## src/rtl/int_ctrl.sv

```systemverilog
`default_nettype none
// ============================================================================
// Module      : int_ctrl
// Description : Interrupt controller feeding the pipelined MIPS core's INT
//               input. Synchronizes NSRC peripheral lines, latches edge or
//               level events into PEND, applies MASK, and resolves a fixed
//               lowest-index-wins priority into a registered request and ID.
//
// Ports       : clk        - system clock, rising edge
//               reset      - synchronous active-low reset
//               irq_i      - raw asynchronous interrupt lines (active high)
//               int_ack    - one-cycle handler-entry acknowledge from CoPR0
//               bus_sel    - register window selected
//               bus_we     - write strobe (qualified by bus_sel)
//               bus_addr   - word offset: 0=PEND 1=MASK 2=CAUSE 3=EDGE_SEL
//               bus_wdata  - write data
//               bus_rdata  - combinational read data, 0 when not selected
//               int_o      - registered interrupt request
//               int_id     - registered winning source index
//
// Build macro : INTC_SYNC_EN - when defined, irq_i passes through a 2-flop
//               synchronizer; otherwise a single sample flop is used (only
//               suitable for synchronous on-chip sources).
//
// Revision    : 1.0 - initial release
// ============================================================================
module int_ctrl #(
    parameter int          NSRC       = 8,
    parameter logic [31:0] RESET_EDGE = 32'hFFFF_FFFF
) (
    input  logic            clk,
    input  logic            reset,
    input  logic [NSRC-1:0] irq_i,
    input  logic            int_ack,
    input  logic            bus_sel,
    input  logic            bus_we,
    input  logic [1:0]      bus_addr,
    input  logic [31:0]     bus_wdata,
    output logic [31:0]     bus_rdata,
    output logic            int_o,
    output logic [4:0]      int_id
);

    localparam logic [1:0] c_ADDR_PEND  = 2'd0;
    localparam logic [1:0] c_ADDR_MASK  = 2'd1;
    localparam logic [1:0] c_ADDR_CAUSE = 2'd2;
    localparam logic [1:0] c_ADDR_EDGE  = 2'd3;

    logic [NSRC-1:0] r_s;
    logic [NSRC-1:0] r_prev;
    logic [NSRC-1:0] r_pend;
    logic [NSRC-1:0] r_mask;
    logic [NSRC-1:0] r_edge;
    logic            r_int_o;
    logic [4:0]      r_int_id;

    logic [NSRC-1:0] w_set;
    logic [NSRC-1:0] w_w1c;
    logic [NSRC-1:0] w_ack_clr;
    logic [NSRC-1:0] w_pend_nxt;
    logic [NSRC-1:0] w_act;
    logic [4:0]      w_enc;
    logic            w_wr;
    logic            w_wr_mask;
    logic            w_wr_edge;
    logic [31:0]     w_rdata;
    logic            w_unused;

    // ------------------------------------------------------------------------
    // Input stage
    // ------------------------------------------------------------------------
`ifdef INTC_SYNC_EN
    logic [NSRC-1:0] r_meta;

    always_ff @(posedge clk) begin
        if (!reset) begin
            r_meta <= '0;
            r_s    <= '0;
        end else begin
            r_meta <= irq_i;
            r_s    <= r_meta;
        end
    end
`else
    always_ff @(posedge clk) begin
        if (!reset) begin
            r_s <= '0;
        end else begin
            r_s <= irq_i;
        end
    end
`endif

    // ------------------------------------------------------------------------
    // Bus write decode
    // ------------------------------------------------------------------------
    assign w_wr      = bus_sel & bus_we;
    assign w_wr_mask = w_wr & (bus_addr == c_ADDR_MASK);
    assign w_wr_edge = w_wr & (bus_addr == c_ADDR_EDGE);
    assign w_w1c     = (w_wr && (bus_addr == c_ADDR_PEND)) ? bus_wdata[NSRC-1:0] : '0;

    // Write data bits at or above NSRC have no destination.
    assign w_unused  = &{1'b0, bus_wdata};

    assign w_set     = r_s & ~r_prev;

    // ------------------------------------------------------------------------
    // Per-source pending logic. Edge sources: a new event beats any clear in
    // the same cycle so nothing is lost. Level sources simply mirror the
    // synchronized line and ignore W1C / ack.
    // ------------------------------------------------------------------------
    generate
        for (genvar i = 0; i < NSRC; i++) begin : g_pend
            localparam logic [4:0] c_IDX = 5'(i);

            // Ack only counts while a request is actually being presented,
            // and targets the ID registered at that moment.
            assign w_ack_clr[i]  = int_ack & r_int_o & (r_int_id == c_IDX);
            assign w_pend_nxt[i] = r_edge[i]
                                 ? (w_set[i] | (r_pend[i] & ~(w_w1c[i] | w_ack_clr[i])))
                                 : r_s[i];
        end
    endgenerate

    // ------------------------------------------------------------------------
    // Priority resolution: lowest active index wins
    // ------------------------------------------------------------------------
    assign w_act = r_pend & r_mask;

    always_comb begin
        w_enc = '0;
        for (int j = NSRC - 1; j >= 0; j--) begin
            if (w_act[j]) begin
                w_enc = 5'(j);
            end
        end
    end

    // ------------------------------------------------------------------------
    // State registers
    // ------------------------------------------------------------------------
    always_ff @(posedge clk) begin
        if (!reset) begin
            r_prev   <= '0;
            r_pend   <= '0;
            r_mask   <= '0;
            r_edge   <= RESET_EDGE[NSRC-1:0];
            r_int_o  <= 1'b0;
            r_int_id <= '0;
        end else begin
            r_prev  <= r_s;
            r_pend  <= w_pend_nxt;
            r_int_o <= |w_act;
            // With nothing active the last winner is kept visible in CAUSE.
            if (|w_act) begin
                r_int_id <= w_enc;
            end
            if (w_wr_mask) begin
                r_mask <= bus_wdata[NSRC-1:0];
            end
            if (w_wr_edge) begin
                r_edge <= bus_wdata[NSRC-1:0];
            end
        end
    end

    // ------------------------------------------------------------------------
    // Read mux
    // ------------------------------------------------------------------------
    always_comb begin
        w_rdata = '0;
        if (bus_sel) begin
            case (bus_addr)
                c_ADDR_PEND:  w_rdata[NSRC-1:0] = r_pend;
                c_ADDR_MASK:  w_rdata[NSRC-1:0] = r_mask;
                c_ADDR_CAUSE: w_rdata = {r_int_o, 26'b0, r_int_id};
                c_ADDR_EDGE:  w_rdata[NSRC-1:0] = r_edge;
                default:      w_rdata = '0;
            endcase
        end
    end

    assign bus_rdata = w_rdata;
    assign int_o     = r_int_o;
    assign int_id    = r_int_id;

endmodule
`default_nettype wire

```

## config.mk

```make
export PLATFORM = sky130hd
export DESIGN_NAME = int_ctrl
export DESIGN_NICKNAME = d
export VERILOG_FILES = /design/src/rtl/int_ctrl.sv
export SDC_FILE = /design/constraint.sdc
export NUM_CORES = 1
export LEC_CHECK = 0
export CELL_PAD_IN_SITES_DETAIL_PLACEMENT = 1
export CELL_PAD_IN_SITES_GLOBAL_PLACEMENT = 2
export CORE_AREA = 2 2 93 95
export DETAILED_ROUTE_END_ITERATION = 6
export DIE_AREA = 0 0 95 97
export HOLD_SLACK_MARGIN = 0.02
export PLACE_DENSITY_LB_ADDON = 0.1
export RECOVER_POWER = 25
export SLEW_MARGIN = 15
export SYNTH_ARGS = -nofsm -noshare
export SYNTH_HDL_FRONTEND = slang
export SYNTH_SLANG_ARGS = --single-unit
```

## constraint.sdc

```tcl
create_clock -name clk -period 2.47 [get_ports clk]
set_clock_uncertainty 0.05 [all_clocks]
set_input_delay 0.494 -clock clk [delete_from_list [all_inputs] [get_ports clk]]
set_output_delay 0.494 -clock clk [all_outputs]
set_load 0.01 [all_outputs]
```

Word level (Yosys, flattened, before mapping)
Index checks and enable logic that the tools add are counted.
{"block": "totals", "register_bits": 46, "output_inout_bits": 38, "wordCells": 88}
{"block": "op_classes", "eq_ne": 10, "muxes": 20, "bitwise": 47, "n_reduce_logical": 4}
{"cell": "$mux 5", "count": 7}
{"cell": "$mux 32", "count": 1}
{"cell": "$pmux 8 s4", "count": 1}
{"cell": "$mux 24", "count": 1}
{"cell": "$and 1x1->1", "count": 20}
{"cell": "$eq 5x3->1 const B", "count": 4}
{"cell": "$and 8x8->8", "count": 2}
{"cell": "$or 1x1->1", "count": 16}
{"cell": "$eq 5x2->1 const B", "count": 2}
{"cell": "$mux 1", "count": 8}
{"cell": "$mux 8", "count": 1}
{"cell": "$not 1->1", "count": 8}
{"cell": "$not 8->8", "count": 1}
{"cell": "$reduce_or 8->1", "count": 1}
{"cell": "$eq 5x1->1 const B", "count": 1}
{"cell": "$logic_not 5->1", "count": 1}
{"cell": "$eq 2x2->1 const B", "count": 2}
{"cell": "$mux 3", "count": 1}
{"cell": "$eq 2x1->1 const B", "count": 1}
{"cell": "$logic_not 2->1", "count": 1}
{"cell": "$logic_and 1x1->1", "count": 1}

Depth between registers and ports, before layout
{"block": "depth", "word_depth": 9, "ltp_mapped": 6}

Worst setup path after synthesis
OpenSTA, ideal clock, no wires.
{"block": "synth_timing", "path_kind": "input-to-output", "from": "input port bus_addr[0]", "to": "output port bus_rdata[1]", "arrival_time_ns": 1.291, "path_slack_ns": 0.635, "path_stages": 3, "path_buffers": 1, "cell_sequence": "buf_6 -> mux4_2 -> and2_1"}
{"block": "synth_between", "elab_chain_len": 3}
{"item": "start, declared", "line_no": "37", "source": "input logic [1:0] bus_addr,"}
{"item": "$eq 2x2->1 (tied with other cells)", "line_no": "173", "source": "case (bus_addr)"}
{"item": "$pmux 8 s4 *", "line_no": "173"}
{"item": "$mux 32 *", "line_no": "172", "source": "if (bus_sel) begin"}
{"item": "end, declared", "line_no": "39", "source": "output logic [31:0] bus_rdata,"}
Mark *: on every way between the ends. The rest lies on a longest branch, timed or not.

Worst setup path after layout
{"block": "layout_timing", "from": "input port bus_addr[1]", "to": "output port bus_rdata[0]"}
The elaborated chain is that of the path after synthesis.

==> metrics.log <==
INFO  metric run_status = complete, no violations
INFO  metric yosysTopAreaCellShare = 41.9%
INFO  metric grt_setup_unrepaired = no
INFO  metric ctsLongestPathBuffers = 2
INFO  metric synth.yosys.seq_area_share = 41.9%
INFO  metric dp_area = 0.00260 sq mm
INFO  metric detail_route.wirelength = 6.14 mm
INFO  metric timing.final.max_slew_violations = 0
INFO  metric number_of_library_cell_types_mapped_by_synthesis = 33
INFO  metric cts.sinks = 44
INFO  metric timing.critical_path.required = 1.93 ns
INFO  metric synthCells = 241
INFO  metric fp.dieArea = 0.00922 sq mm
INFO  metric placement_rows = 33
INFO  metric filler_cell_count = 964
INFO  metric post_placement_setup_slack = -0.379 ns
INFO  metric cts_hold_buffers = 0
INFO  metric stdcell_area = 0.00266 sq mm
INFO  metric slew_headroom = 43.9%
INFO  metric critical-path-max-stage-delay = 0.51 ns
INFO  metric routed_via_density = 4.61
INFO  metric dp.cells = 389
INFO  metric grt_pass1_vias = 1816
INFO  metric cap_violations = 0
INFO  metric critPathLaunchType = input port
INFO  metric number_of_flops_mapped_to_enable_cells_by_yosys = 0
INFO  metric flip_flop_and_latch_count_after_synthesis = 44
INFO  metric synth-warning-count = 0
INFO  metric gpl.final_weighted_congestion = 0.677
INFO  metric io_buffers = 35
INFO  metric synthMostInstantiatedCell = sky130_fd_sc_hd__nand2_1
INFO  metric final_period_utilization = 94.6%
INFO  metric finalHoldViolations = 0
INFO  metric synth_top_cell_by_area = sky130_fd_sc_hd__dfxtp_1
INFO  metric detail_route.iter0.violations = 64
INFO  metric ioPinCount = 85
INFO  metric period_minus_slack = 2.34 ns
INFO  metric p_leak = 1.16 nW
INFO  metric irDropWorstVdd = 0.000150 V
INFO  metric fin_ws = 0.134 ns
INFO  metric globalRouteOverflowTotal = 0
INFO  metric postSynth.asyncResetShare = 0%
INFO  metric actual_transition_at_the_worst_max_transition_pin = 0.841 ns
INFO  metric route.detailed.drc = 0
INFO  metric end_kind = primary output
INFO  metric power_per_cell_area = 530 mW/mm^2
INFO  metric via_count = 1831
INFO  metric layout.nets = 339
INFO  metric die-width = 95 microns
INFO  metric cts_made_buffers = 5
INFO  metric maximum_number_of_pins_on_one_net_before_global_route_repair = 46
INFO  metric dr.pass1.iters = 5
INFO  metric antenna_left = 0
INFO  metric criticalPathCategory = input port to primary output
INFO  metric yosys_most_used_dff = sky130_fd_sc_hd__dfxtp_1
INFO  metric hpwlAfterDp = 4.30 mm
INFO  metric fin_util = 32.7%
INFO  metric syn_to_final_growth = 26.3%
INFO  metric cts.htree.levels = 2
INFO  metric n_antenna_cell = 0
INFO  metric syn_avg_cell_area = 8.73 sq um
INFO  metric grt_pass1_wl = 9.95 mm
INFO  metric tritoncts_clock_tree = yes
INFO  metric cts_root_buffer = sky130_fd_sc_hd__clkbuf_8
INFO  metric post-layout-total-power = 0.00141 W
INFO  metric clk_pin_slew = 0.08 ns
INFO  metric finalSetupViolations = 0
INFO  metric post_route_cells_drive_above_1_share = 14.4%
INFO  metric hp-class = flop to flop
INFO  metric clock_latency = 0.30 ns
INFO  metric worst_ep_arrival_time = 1.79 ns
INFO  metric die_height = 97 microns
INFO  metric track_usage = 14.4%
INFO  metric crit_chain = clkdlybuf4s50_1 > buf_6 > mux4_2 > and2_4 > buf_2
INFO  metric post_drt_wl_per_cell = 15.5 microns
INFO  metric post_synth_instance_area = 0.00210 sq mm
INFO  metric timing.critical_path.fanout_max = 12
INFO  metric synth_common_cells = sky130_fd_sc_hd__nand2_1, sky130_fd_sc_hd__dfxtp_1, sky130_fd_sc_hd__and2_1, sky130_fd_sc_hd__buf_4, sky130_fd_sc_hd__nand3_1
INFO  metric synth.area.top_cells = sky130_fd_sc_hd__dfxtp_1, sky130_fd_sc_hd__nand2_1, sky130_fd_sc_hd__buf_4
INFO  metric layoutNonFillerInstCount = 397
INFO  metric critPathSlowestCell = sky130_fd_sc_hd__clkdlybuf4s50_1
INFO  metric antenna_violations_before_repair = 0
INFO  metric fp.coreArea = 0.00813 sq mm
INFO  metric achievable-frequency = 0.428 GHz
INFO  metric start_util = 25.9%
==> power by group <==
part / total (W) / internal, W / switching [W] / leakage [nW]
Combinational: 0.000202 / 0.000103 / 0.0000985 / 0.763
Clock: 0.000440 / 0.000193 / 0.000247 / 0.0410
Sequential: 0.000765 / 0.000741 / 0.0000249 / 0.361
Total: 0.00141 / 0.00104 / 0.000371 / 1.16
==> cell families (layout without fill, tap and decap cells) <==
group	Yosys count	after routing	synth area share, %
AOI/OAI and AO/OA	39	39	13.9
buffers and inverters	36	63	11.8
DFF	44	44	41.9
and+or+nand+nor	113	113	26.5
muxes	8	8	5.77
other	1	25	0.178
==> metal layers <==
layer / share of wire, % / track usage (%) / vias up
met1: 46 / 20.4 / 877
met5: 0 / 0 / -
met4: 1.2 / 3.68 / 0
met2: 45 / 22.0 / 67
li1: - / - / 881
met3: 7.3 / 3.04 / 6
==> per-stage QoR <==
stage          hold slack (ns)  setup TNS, ns
6_report                 0.421              0
5_1_grt                  0.450              0
4_1_cts                  0.419              0
3_5_place_dp             0.399          -2.72
3_3_place_gp             0.389          -2.94
2_1_floorplan            0.379              0
==> path summary, 6_finish.rpt <==
kind	startpoint	to	slack, ns	cells past startpoint
setup / recovery	bus_addr[1]	bus_rdata[0]	0.13	5
hold / removal	r_s[4]$_SDFF_PN0_	r_prev[4]$_SDFF_PN0_	0.42	1
setup reg to reg	r_pend[1]$_SDFF_PN0_	int_id[0]$_SDFFE_PN0P_	1.05	4
hold reg to reg	r_s[4]$_SDFF_PN0_	r_prev[4]$_SDFF_PN0_	0.42	1
==> worst max-delay path, delay by kind of cell <==
| kind | cells | cell delay, ns |
|---|---|---|
| multiplexers | 1 | 0.30 |
| AND/OR/NAND/NOR | 1 | 0.17 |
| buffers and inverters | 3 | 0.83 |
==> area by class of cell <==
type / instances / area (sq um) / share of cell area, %
flip-flops and latches: 44 / 881 / 33.1
inverters: 1 / 3.75 / 0.141
repair buffers: 55 / 494 / 18.6
clock buffers: 6 / 72.6 / 2.73
well taps: 105 / 131 / 4.94
clock inverters: 1 / 5.00 / 0.188
multi-input cells: 185 / 1070 / 40.3
==> timing repair <==
action / CTS / global route
endpoints found under the hold margin: 0 / 0
setup buffers: 1 / 0
resized for setup: 40 / 4
pin swaps: 3 / 0
cloned: 0 / 0
endpoints found under the setup margin: 9 / 8
==> flip-flops by register name, summed over array words and instances, names as in the netlist <==
register / flops
r_edge: 8
int_o: 1
r_pend: 8
r_mask: 8
r_prev: 8
r_s: 8
int_id: 3
==> cell usage in the layout, fill, tap and decap left out, drive strengths merged, types with 6 or more instances in the layout <==
| cell | n |
|---|---|
| a21o | 6 |
| dfxtp | 44 |
| o21ai | 6 |
| clkdlybuf4s50 | 24 |
| nand3 | 19 |
| nand2 | 57 |
| clkbuf | 7 |
| and2 | 26 |
| a21boi | 8 |
| a221oi | 6 |
| conb | 25 |
| buf | 27 |
Power figures use the tool's default switching activity.
==> variant, RTL diff (same settings) <==
Add a define of `INTC_SYNC_EN`.
--- a/src/rtl/int_ctrl.sv
+++ b/src/rtl/int_ctrl.sv
@@ -24,6 +24,8 @@
 //
 // Revision    : 1.0 - initial release
 // ============================================================================
+`define INTC_SYNC_EN
+
 module int_ctrl #(
     parameter int          NSRC       = 8,
     parameter logic [31:0] RESET_EDGE = 32'hFFFF_FFFF
Check against the original RTL: not equivalent (a bounded check fails within 4 cycles, from zero or initial values and one cycle with reset low).
==> variant against the original RTL <==
Via count is 1.7% higher; synthesized area rose by 11%; worst setup slack got worse by 83 ps; power is 14% higher; sequential cell count up 8; global-route usage is 0.10 points lower; routed wire length grew 1.4%; final area rose by 9.7%; largest power group unchanged; highest routed layer unchanged.
==> variant: results (changes against the original RTL) <==
* Run status: finished clean
* Unique cell type count in the Yosys netlist: 34 (+3.0%)
* Reg2Reg Capture Point: int_id[0]$_SDFFE_PN0P_
- The global-route usage over all layers was 14.3% (-0.10 points).
- First-pass GRT wire length: 10100 um (+1.1%)
- The static power due to leakage came to 1.29 nW (+11%).
* Final hold slack: 393 ps (-27.6 ps)
* Total internal power: 1.20 mW (+15%)
* Standard cell area after detailed placement: 2820 um^2 (+8.3%)
- Worst endpoint data arrival time: 1870 ps (+80 ps)
* Adder-cell share of the synthesized area: 0% (unchanged)
- The number of antenna diodes came to 0 (unchanged).
- Placer congestion estimate: 0.732 (+8.1%)
* DP HPWL: 4410 um (+2.7%)
- The slew at the pin closest to its max-slew limit was 962 ps (+121 ps).
* H-tree level count: 2 (unchanged)
- The setup slack after placement is -421 ps (-41.6 ps).
- The worst hold path belongs to the class flop to flop.
- Signal routing reaches up to met4.
- Met3 routed wirelength: 253 um (-43%)
- Slowest stage cell, crit path: sky130_fd_sc_hd__mux4_1
- Upper clock frequency limit: 413 MHz (-3.4%)
- Net count of the finished layout: 353 (+4.1%)
* Port Buffers: 35 (unchanged)
- Average wire length per cell after detail routing: 15.1 um (-2.3%)
- Multiplexer fraction of the synthesized cell area: 5.19% (-0.57 points)
- The post-synthesis async set-or-reset flop share came to 0% (unchanged).
- The maximum number of pins on one net before global-route repair is 54 (+17%).
- Maximum root-to-sink buffer count: 2 (unchanged)
* Cell chosen for the clock root: sky130_fd_sc_hd__clkbuf_8
* Via count of the first global-routing pass: 1895 (+4.4%)
- Hold worst-path end: r_s[2]$_SDFF_PN0_
- The DRC marker count from the first detailed-route iteration came to 111 (+73%).
- Metal1 wirelength: 3150 um (+11%)
- Yosys warnings: 0 (unchanged)
- Number of iterations in the first detailed-routing pass: 4 (-1)
- Biggest area contributors in the synthesized netlist: sky130_fd_sc_hd__dfxtp_1 (45%), sky130_fd_sc_hd__nand2_1 (9.2%), sky130_fd_sc_hd__and2_1 (8.8%), sky130_fd_sc_hd__buf_4 (8.7%), sky130_fd_sc_hd__nand3_1 (4.1%)
- Max Fanout on Critical Path: 10 (-2)
- The detailed route wirelength on metal2 is 2760 um (-0.47%).
- The worst ir drop on vdd was 0.222 mV (+48%).
- Source of the worst hold timing path: r_meta[2]$_SDFF_PN0_
* Crit path largest cell delay: 530 ps (+20 ps)
* Routed vias/inst: 4.52 (-2.0%)
* Commonest cells in the synthesized netlist: sky130_fd_sc_hd__nand2_1 (57), sky130_fd_sc_hd__dfxtp_1 (52), sky130_fd_sc_hd__and2_1 (33), sky130_fd_sc_hd__buf_4 (27), sky130_fd_sc_hd__nand3_1 (19)
- Share of the yosys chip area belonging to registers: 44.5% (+2.7 points)
- Share of layout cells above drive strength 1: 10.7% (-3.6 points)
- The power share of the clock group is 32.5% (+1.2 points).
* Compound-gate portion of the synthesized area: 12.5% (-1.4 points)
variant: layout make-up:
type	count	area (um^2)
clock buffer	6	82.6
clock inverter	2	13.8
fill	946	5220
inverter	1	3.75
multi-input combinational	193	1130
sequential	52	1040
tap	105	131
timing repair buffer	53	510
variant: worst max-delay path by stage:
stage	from	to	cells past startpoint
3_5_place_dp	bus_addr[1]	bus_rdata[0]	5
5_1_grt	bus_addr[1]	bus_rdata[0]	5
4_1_cts	bus_sel	bus_rdata[5]	4
3_3_place_gp	bus_addr[1]	bus_rdata[0]	5
6_report	bus_addr[1]	bus_rdata[0]	5
2_1_floorplan	bus_addr[1]	bus_rdata[1]	3
variant: metal layers:
metal  up-vias  global-route usage, %
met5         -                      0
met4         0                   3.68
met3         6                   1.95
met2        37                   21.4
met1       892                   21.3
li1        927                      -
variant: critical path: cells and delay by family:
family,cells,cell delay (ps)
buffers and inverters,3,660
multiplexers,1,530
AND/OR/NAND/NOR,1,180
variant: power groups by stage:
stage / Sequential, mW / Combinational, mW / Clock (mW)
floorplan: 0.903 / 0.132 / 0
global route: 0.895 / 0.215 / 0.569
global placement: 0.909 / 0.198 / 0
CTS: 0.890 / 0.197 / 0.543
detailed placement: 0.910 / 0.200 / 0
finish: 0.889 / 0.194 / 0.521
variant: kinds of logic after synthesis:
kind of cell,Yosys count
mux,8
simple gates,121
compound gates,39
buf+inv,36
other cells,1
flops,52
variant: stage by stage:
step           instances  power, mW  util (%)
3_3_place_gp         402       1.11      34.6
3_5_place_dp         402       1.11      34.6
2_1_floorplan        281       1.03         -
6_report             412       1.60      35.8
4_1_cts              410       1.63      35.8
5_1_grt              412       1.68      35.8
variant: what timing repair did:
item,4_1_cts,5_1_grt
gates resized for setup,11,2
endpoints found under the setup margin,9,2
buffers inserted,0,2
